$ cat config.mk
export PLATFORM = sky130hd
export DESIGN_NAME = adder_stage
export DESIGN_NICKNAME = d
export VERILOG_FILES = /design/src/rtl/adder_pkg.sv /design/src/rtl/adder.sv /design/src/rtl/op_fifo.sv /design/src/rtl/adder_stage.sv
export SDC_FILE = /design/constraint.sdc
export NUM_CORES = 1
export LEC_CHECK = 0
export ABC_AREA = 1
export BUFFER_PORTS_ARGS = -buffer_cell sky130_fd_sc_hd__buf_4
export CORE_UTILIZATION = 55
export CTS_BUF_LIST = sky130_fd_sc_hd__clkbuf_8 sky130_fd_sc_hd__clkbuf_16
export DETAILED_ROUTE_END_ITERATION = 8
export PLACE_DENSITY = 0.78
export SETUP_SLACK_MARGIN = 0.15
export SLEW_MARGIN = 20
export SYNTH_ARGS = -nofsm -noshare
export SYNTH_HDL_FRONTEND = slang
export SYNTH_SLANG_ARGS = --single-unit
$ cat constraint.sdc
create_clock -name clk -period 2.9 [get_ports clk]
set_input_delay 0.145 -clock clk [delete_from_list [all_inputs] [get_ports clk]]
set_output_delay 0.145 -clock clk [all_outputs]
set_load 0.1 [all_outputs]
$ cat src/rtl/adder_pkg.sv
// Shared types for the adder pipeline stage: operand width, FIFO entry,
// adder result and the output-register state.
package adder_pkg;

  localparam int WIDTH = 6;

  typedef logic [WIDTH-1:0] operand_t;

  typedef struct packed {
    operand_t x;
    operand_t y;
  } op_pair_t;

  typedef struct packed {
    operand_t sum;
    logic     ov;
  } result_t;

  typedef enum logic {
    EMPTY,
    FULL
  } out_state_t;

endpackage

$ cat src/rtl/adder.sv
// 6-bit combinational Kogge-Stone prefix adder with per-bit ports and carry-out.
module adder (
  input  logic x0,
  input  logic x1,
  input  logic x2,
  input  logic x3,
  input  logic x4,
  input  logic x5,
  input  logic y0,
  input  logic y1,
  input  logic y2,
  input  logic y3,
  input  logic y4,
  input  logic y5,
  output logic s0,
  output logic s1,
  output logic s2,
  output logic s3,
  output logic s4,
  output logic s5,
  output logic ov
);

  logic [5:0] x;
  logic [5:0] y;
  logic [5:0] g0;
  logic [5:0] p0;
  logic [5:0] g1;
  logic [5:2] p1;
  logic [5:0] g2;
  logic [5:4] p2;
  logic [5:0] g3;
  logic [5:0] sum;

  assign x  = {x5, x4, x3, x2, x1, x0};
  assign y  = {y5, y4, y3, y2, y1, y0};
  assign g0 = x & y;
  assign p0 = x ^ y;

  // Each level doubles the span; only the propagate bits a later level reads are kept.
  always_comb begin
    g1 = g0;
    for (int i = 1; i < 6; i++) g1[i] = g0[i] | (p0[i] & g0[i-1]);
    for (int i = 2; i < 6; i++) p1[i] = p0[i] & p0[i-1];
    g2 = g1;
    for (int i = 2; i < 6; i++) g2[i] = g1[i] | (p1[i] & g1[i-2]);
    for (int i = 4; i < 6; i++) p2[i] = p1[i] & p1[i-2];
    g3 = g2;
    for (int i = 4; i < 6; i++) g3[i] = g2[i] | (p2[i] & g2[i-4]);
  end

  assign sum = p0 ^ {g3[4:0], 1'b0};
  assign {s5, s4, s3, s2, s1, s0} = sum;
  assign ov = g3[5];

endmodule

$ cat src/rtl/op_fifo.sv
// Operand FIFO for adder_stage: DEPTH entries (power of two), pointers wrap
// naturally, and a separate occupancy count distinguishes full from empty.
module op_fifo
  import adder_pkg::*;
#(
  parameter int DEPTH = 2
) (
  input  logic     clk,
  input  logic     rst,
  input  logic     push,
  input  op_pair_t push_data,
  input  logic     pop,
  output op_pair_t head,
  output logic     empty,
  output logic     full
);

  localparam int PW = (DEPTH > 1) ? $clog2(DEPTH) : 1;
  localparam int CW = $clog2(DEPTH + 1);

  op_pair_t        mem [DEPTH];
  logic [PW-1:0]   wr_ptr;
  logic [PW-1:0]   rd_ptr;
  logic [CW-1:0]   count;

  always_ff @(posedge clk) begin
    if (push) mem[wr_ptr] <= push_data;
  end

  always_ff @(posedge clk or posedge rst) begin
    if (rst) begin
      wr_ptr <= '0;
      rd_ptr <= '0;
      count  <= '0;
    end else begin
      if (push) wr_ptr <= wr_ptr + 1'b1;
      if (pop)  rd_ptr <= rd_ptr + 1'b1;
      case ({push, pop})
        2'b10:   count <= count + 1'b1;
        2'b01:   count <= count - 1'b1;
        default: count <= count;
      endcase
    end
  end

  assign head  = mem[rd_ptr];
  assign empty = (count == '0);
  assign full  = (count == CW'(DEPTH));

endmodule

$ cat src/rtl/adder_stage.sv
// Streaming wrapper around the prefix adder: operand FIFO in front, a
// registered result with valid/ready behind it, plus overflow status.
module adder_stage
  import adder_pkg::*;
#(
  parameter int DEPTH = 2,
  parameter int CNT_W = 8
) (
  input  logic             clk,
  input  logic             rst,
  input  logic             in_valid,
  output logic             in_ready,
  input  logic [5:0]       in_x,
  input  logic [5:0]       in_y,
  output logic             out_valid,
  input  logic             out_ready,
  output logic [5:0]       out_sum,
  output logic             out_ov,
  output logic             ov_sticky,
  output logic [CNT_W-1:0] ov_count,
  input  logic             stat_clr
);

  op_pair_t   head;
  op_pair_t   push_data;
  result_t    res;
  out_state_t state;
  logic       fifo_empty;
  logic       fifo_full;
  logic       push;
  logic       load;

  assign in_ready  = !fifo_full;
  assign push      = in_valid && in_ready;
  assign push_data = '{x: in_x, y: in_y};
  assign load      = !fifo_empty && (state == EMPTY || out_ready);
  assign out_valid = (state == FULL);

  op_fifo #(.DEPTH(DEPTH)) u_fifo (
    .clk       (clk),
    .rst       (rst),
    .push      (push),
    .push_data (push_data),
    .pop       (load),
    .head      (head),
    .empty     (fifo_empty),
    .full      (fifo_full)
  );

  adder u_adder (
    .x0 (head.x[0]), .x1 (head.x[1]), .x2 (head.x[2]),
    .x3 (head.x[3]), .x4 (head.x[4]), .x5 (head.x[5]),
    .y0 (head.y[0]), .y1 (head.y[1]), .y2 (head.y[2]),
    .y3 (head.y[3]), .y4 (head.y[4]), .y5 (head.y[5]),
    .s0 (res.sum[0]), .s1 (res.sum[1]), .s2 (res.sum[2]),
    .s3 (res.sum[3]), .s4 (res.sum[4]), .s5 (res.sum[5]),
    .ov (res.ov)
  );

  always_ff @(posedge clk or posedge rst) begin
    if (rst) begin
      state   <= EMPTY;
      out_sum <= '0;
      out_ov  <= 1'b0;
    end else if (load) begin
      state   <= FULL;
      out_sum <= res.sum;
      out_ov  <= res.ov;
    end else if (state == FULL && out_ready) begin
      state <= EMPTY;
    end
  end

  // A clear coinciding with an overflow load still records that one overflow.
  always_ff @(posedge clk or posedge rst) begin
    if (rst) begin
      ov_sticky <= 1'b0;
      ov_count  <= '0;
    end else if (stat_clr) begin
      ov_sticky <= load && res.ov;
      ov_count  <= CNT_W'(load && res.ov);
    end else if (load && res.ov) begin
      ov_sticky <= 1'b1;
      if (ov_count != '1) ov_count <= ov_count + 1'b1;
    end
  end

endmodule

### Word level (Yosys, flattened, before mapping)

Memories as Yosys holds them, arrays and structs flattened.
Index checks and enable logic that the tools add are counted.

* flip-flop bits (word level): 21
* bits in latches: 0
* bits in writable memories: 24
* bits in read-only memories: 0
* bits of input ports: 17
* output and inout port bits: 18
* logic and storage cells: 73
* memories: 1

Memory list
* u_fifo.mem: depth 2, width 12, rd ports 1, clocked after memory_dff 0, write ports 1, RTL line op_fifo.sv:21 `op_pair_t mem [DEPTH];`

* $add $sub $neg: 5
* multiply operators: 0
* divide/modulo/power cells: 0
* magnitude comparators: 0
* equal/unequal tests: 4
* shift operators: 0
* muxes and demuxes: 10
* bitwise logic cells: 32
* reductions and logical operators: 13

Operator list (number)
* 8-bit two-way mux: 3
* 1-bit bitwise AND: 17
* 6-bit XOR: 2
* 1-bit bitwise OR: 11
* 8-bit by 1-bit adder with 8-bit output, second input constant: 1
* 8-bit inequality test, second input constant: 1
* 2-bit nonzero test: 4
* 6-bit bitwise AND: 1
* 1-bit two-way mux: 6
* 2-bit equality test, second input constant: 2
* 1-bit logical AND: 4
* 2-bit one-hot mux with 2 select lines: 1
* 1-bit adder, second input constant: 2
* 2-bit by 1-bit adder with 2-bit output, second input constant: 1
* 2-bit by 1-bit equality test with 1-bit output, second input constant: 1
* 1-bit zero test: 2
* 2-bit zero test: 1
* 2-bit AND reduction: 1
* 2-bit by 1-bit subtractor with 2-bit output, second input constant: 1
* 1-bit logical OR: 1
* 1-bit inverter: 1

### Depth between registers and ports, before layout

An unclocked memory read counts as a cell.

* word-level depth: 10
* mapped depth: 13
* gate-level depth less buffers: 13

### By module

A second synthesis with hierarchy kept.

* cell total of the unflattened synthesis: 234
* area, all modules: 2184.6 um^2

By module, submodules not included
* op_fifo: times used 1, cells each 87, area each 1103.6 um^2, seq. area each 820.8 um^2
* adder_stage: times used 1, cells each 108, area each 832.0 um^2, seq. area each 425.4 um^2
* adder: times used 1, cells each 39, area each 249.0 um^2, seq. area each 0.0 um^2

### Worst setup path before layout

OpenSTA, ideal clock, no wires.

* kind: reg2reg
* start point: reg u_fifo.count[0]
* end point: mem u_fifo.mem[1][0] (netlist name), enable pin
* library setup time: 382 ps
* data arrival time: 1943 ps
* data required time: 2518 ps
* path slack: 576 ps
* cell stages (with the launch flop): 5
* buffers on the path: 0
* clock period less this slack: 2324 ps
* cell sequence: dfrtp_1 > inv_2 > nand2_1 > nand2_1 > nor2_1

* word-level cells in the longest chain between the ends: 5

RTL lines
* start: declaration: RTL line op_fifo.sv:24 `logic [CW-1:0] count;`
* start signal: assignment: RTL line op_fifo.sv:39 `2'b10: count <= count + 1'b1;`
* start signal: assignment: RTL line op_fifo.sv:40 `2'b01: count <= count - 1'b1;`
* start signal: assignment: RTL line op_fifo.sv:41 `default: count <= count;`
* 2-bit equality test: RTL line op_fifo.sv:48 `assign full = (count == CW'(DEPTH));`
* 1-bit zero test: RTL line adder_stage.sv:33 `assign in_ready = !fifo_full;`
* via in_ready: RTL line adder_stage.sv:12 `output logic in_ready,`
* 1-bit logical AND: RTL line adder_stage.sv:34 `assign push = in_valid && in_ready;`
* 1-bit two-way mux: RTL line op_fifo.sv:27 `if (push) mem[wr_ptr] <= push_data;`
* 1-bit two-way mux (not written as such): RTL line op_fifo.sv:27
* end: declaration: RTL line op_fifo.sv:21

The timed path passes the listed nets, and every way through them passes these cells.

### Final worst setup path

* start point: reg u_fifo.rd_ptr
* end point: reg ov_count[5]

* word-level cells in the longest chain between the ends: 10
* elaborated cells on any way between the ends: 19
* those cells by class: bitwise (15); reduce/logical (3); memory (1)

RTL lines
* start: declaration: RTL line op_fifo.sv:23 `logic [PW-1:0] rd_ptr;`
* start signal: assignment: RTL line op_fifo.sv:37 `if (pop) rd_ptr <= rd_ptr + 1'b1;`
* memory read 2 x 12 bit *
* 6-bit XOR or 6-bit bitwise AND (tied branches): RTL line adder.sv:38, adder.sv:37
* 1-bit bitwise AND: RTL line adder.sv:43 `for (int i = 1; i < 6; i++) g1[i] = g0[i] | (p0[i] & g0[i-1]);`
* 1-bit bitwise OR: RTL line adder.sv:43
* 1-bit bitwise AND: RTL line adder.sv:46 `for (int i = 2; i < 6; i++) g2[i] = g1[i] | (p1[i] & g1[i-2]);`
* 1-bit bitwise OR: RTL line adder.sv:46
* 1-bit bitwise OR *: RTL line adder.sv:49 `for (int i = 4; i < 6; i++) g3[i] = g2[i] | (p2[i] & g2[i-4]);`
* 1-bit logical AND *: RTL line adder_stage.sv:82 `end else if (load && res.ov) begin`
* 2-bit nonzero test (no source line) *
* 2-bit AND reduction (no source line) *
* end signal: assignment: RTL line adder_stage.sv:81 `ov_count <= CNT_W'(load && res.ov);`
* end signal: assignment: RTL line adder_stage.sv:84 `if (ov_count != '1) ov_count <= ov_count + 1'b1;`
* end: declaration: RTL line adder_stage.sv:20 `output logic [CNT_W-1:0] ov_count,`

Mark *: on every way between the ends. The rest lies on a longest branch, timed or not.
A chain may end at the register's enable or synchronous reset.

==> qor.yml <==
outcome: "complete, but fails checks"
failed_checks: "hold timing"
cts_buffers: 5
ant_nets: 0
hold_ws_ns: -0.000437
grtUsageTotal_pct: 20.9
start_util_pct: 57.9
min_period_over_period_pct: 75.9
grt_pass1_vias: 1517
period_needed_ns: 2.20
cts.sinks: 45
ys_async_sr_fraction_pct: 46.7
synth_top_area_share_pct: 33.5
gp_congestion: 0.856
fp.dieW_microns: 64.5
ctsHtreeMaxLevel: 2
maxCapViolCount: 0
cts_tree: "yes"
syn_nets: 253
dp_hpwl_microns: 2800
yosys_register_bits: 45
vias: 1587
overflow: 0
synth_cell_types: 24
grt_max_degree: 22
root_buffer: "clkbuf_8"
critPathCaptureType: "flop"
wl_per_cell_microns: 11.7
synthTopCellsByCount: "nand2_1 (88), edfxtp_1 (24), dfrtp_1 (21)"
syn_area_sq_um: 2150
critPathKind: "flop to flop"
drcViolationCount: 0
startpoint_type: "flop"
cp_max_fo: 12
synth-edff-count: 24
required_ns: 3.08
port_buffers: 34
worstPathArrival_ns: 2.38
met2WireLength_microns: 1900
drv_slew: 0
setup-tns-final_ns: 0
fin_skew_ns: 0.00541
setup_violations: 0
io_pins: 35
avgSynthCellArea_sq_um: 9.47
min_path_type: "input port to async pin"
cts_setup_buffers: 0
antenna_found_initial: 0
core.rowCount: 22
first_iter_violations: 79
via_per_inst: 5.04
routed.top_layer: "met4"
synth_flop_cell: "edfxtp_1"
wl_met1_microns: 1540
die_area_sq_um: 4160
yosys.area.top_type: "edfxtp_1"
timing_hold_violations_final: 1
die_h_microns: 64.5
cts-resized-gates: 0
yosysSeqAreaShare_pct: 57.9
fmax_mhz: 454
drt-total-wl_microns: 3700
route.met3.wl_microns: 185
grt_first_pass_wirelength_microns: 6420
utilization_pct: 69.3
dr.pass1.iters: 4
synthCells: 227
synthMostInstantiatedCell: "nand2_1"
fillers: 315
yosysWarnings: 0
worst_pin_slew_ns: 0.789
slew_headroom_pct: 47.4
drive_gt1_share_pct: 18.4
clkLatencyLatePin_ns: 0.29
clock_path_buffers: 2
clk_pin_slew_worst_paths_ns: 0.08
rsz0062_at_grt: "no"
holdBufCountCts: 0
synth.area.top_cells: "edfxtp_1 (34%), dfrtp_1 (24%), nand2_1 (15%)"
core_area_sq_um: 3720
diodes: 0
fin_nets: 292
area_delta_synth_final_pct: 19.7
[per-stage QoR]
step / instance area, sq um / setup WS (ns) / hold WS [ns] / std cells
after floorplan: 2150 / 0.576 / 0.122 / 227
after global placement: 2460 / 0.787 / 0.330 / 307
after detailed placement: 2460 / 0.727 / 0.332 / 307
after CTS: 2570 / 0.707 / 0.0166 / 315
after global routing: 2570 / 0.523 / 0.00863 / 315
final: 2570 / 0.698 / -0.000437 / 315
[state kept, by name, indices dropped and copies added (netlist names)]
name           cells
u_fifo.mem        24
ov_count           8
out_sum            6
u_fifo.count       2
out_ov             1
out_valid          1
ov_sticky          1
u_fifo.rd_ptr      1
u_fifo.wr_ptr      1
[cells in the final DEF (no fill, tap or decap), drive strengths merged]
master / n
edfxtp: 24
buf: 37
fa: 1
nand3: 16
xor2: 6
xnor2: 3
dfrtp: 21
clkbuf: 5
nor2: 15
o21ai: 5
o2111ai: 1
nand3b: 1
nand4: 2
clkinv: 1
a21oi: 7
ha: 8
nand2: 89
nor3: 3
inv: 21
bufinv: 1
[metal layers]
layer / vias up / GRT usage [%]
met4: 0 / 7.50
met3: 7 / 6.51
met5: - / 0
met2: 48 / 36.8
li1: 814 / -
met1: 718 / 23.8
[area by class of cell]
type	instances	area, sq um	share of cell area [%]
clock buffer	5	68.8	2.67
sequential	45	1250	48.4
inverter	20	75.1	2.92
timing repair buffer	37	278	10.8
multi-input combinational	157	805	31.2
tap	48	60.1	2.33
clock inverter	3	42.5	1.65
[critical path, stage by stage, from the launching register on]
cell	delay (ns)
dfrtp_1	0.35
inv_1	0.17
nand2_1	0.11
nand2_1	0.06
ha_1	0.24
fa_1	0.47
nand2_1	0.09
nand2_1	0.06
nand3_1	0.06
nand2_1	0.11
nand3_4	0.14
nand2_4	0.09
nand2_1	0.08
nand2_1	0.05
[cells by family after synthesis]
kind of cell / count (synthesis) / share of synthesized area (%)
DFF: 45 / 57.9
buffers and inverters: 25 / 4.65
and+or+nand+nor: 126 / 24.4
adders and majority gates: 9 / 5.58
xor gates and xnor gates: 9 / 3.67
AOI/OAI and AO/OA: 13 / 3.72
[final timing paths]
kind,endpoint,from,depth (start not counted),slack [ns]
setup / recovery,ov_count[5]$_DFFE_PP0P_,u_fifo.rd_ptr$_DFFE_PP0P_,13,0.70
hold reg to reg,out_sum[2]$_DFFE_PP0P_,out_sum[2]$_DFFE_PP0P_,2,0.50
min in group clk,u_fifo.mem[1][1]$_DFFE_PP_,in_y[1],1,0.03
max in group asynchronous,u_fifo.count[0]$_DFFE_PP0P_,rst,2,2.41
hold / removal,u_fifo.rd_ptr$_DFFE_PP0P_,rst,2,-0.0004
setup reg to reg,ov_count[5]$_DFFE_PP0P_,u_fifo.rd_ptr$_DFFE_PP0P_,13,0.70
Power is left out: the tool's default activity adds up to more than one toggle a clock period on the data nets, which glitch-free logic cannot reach.
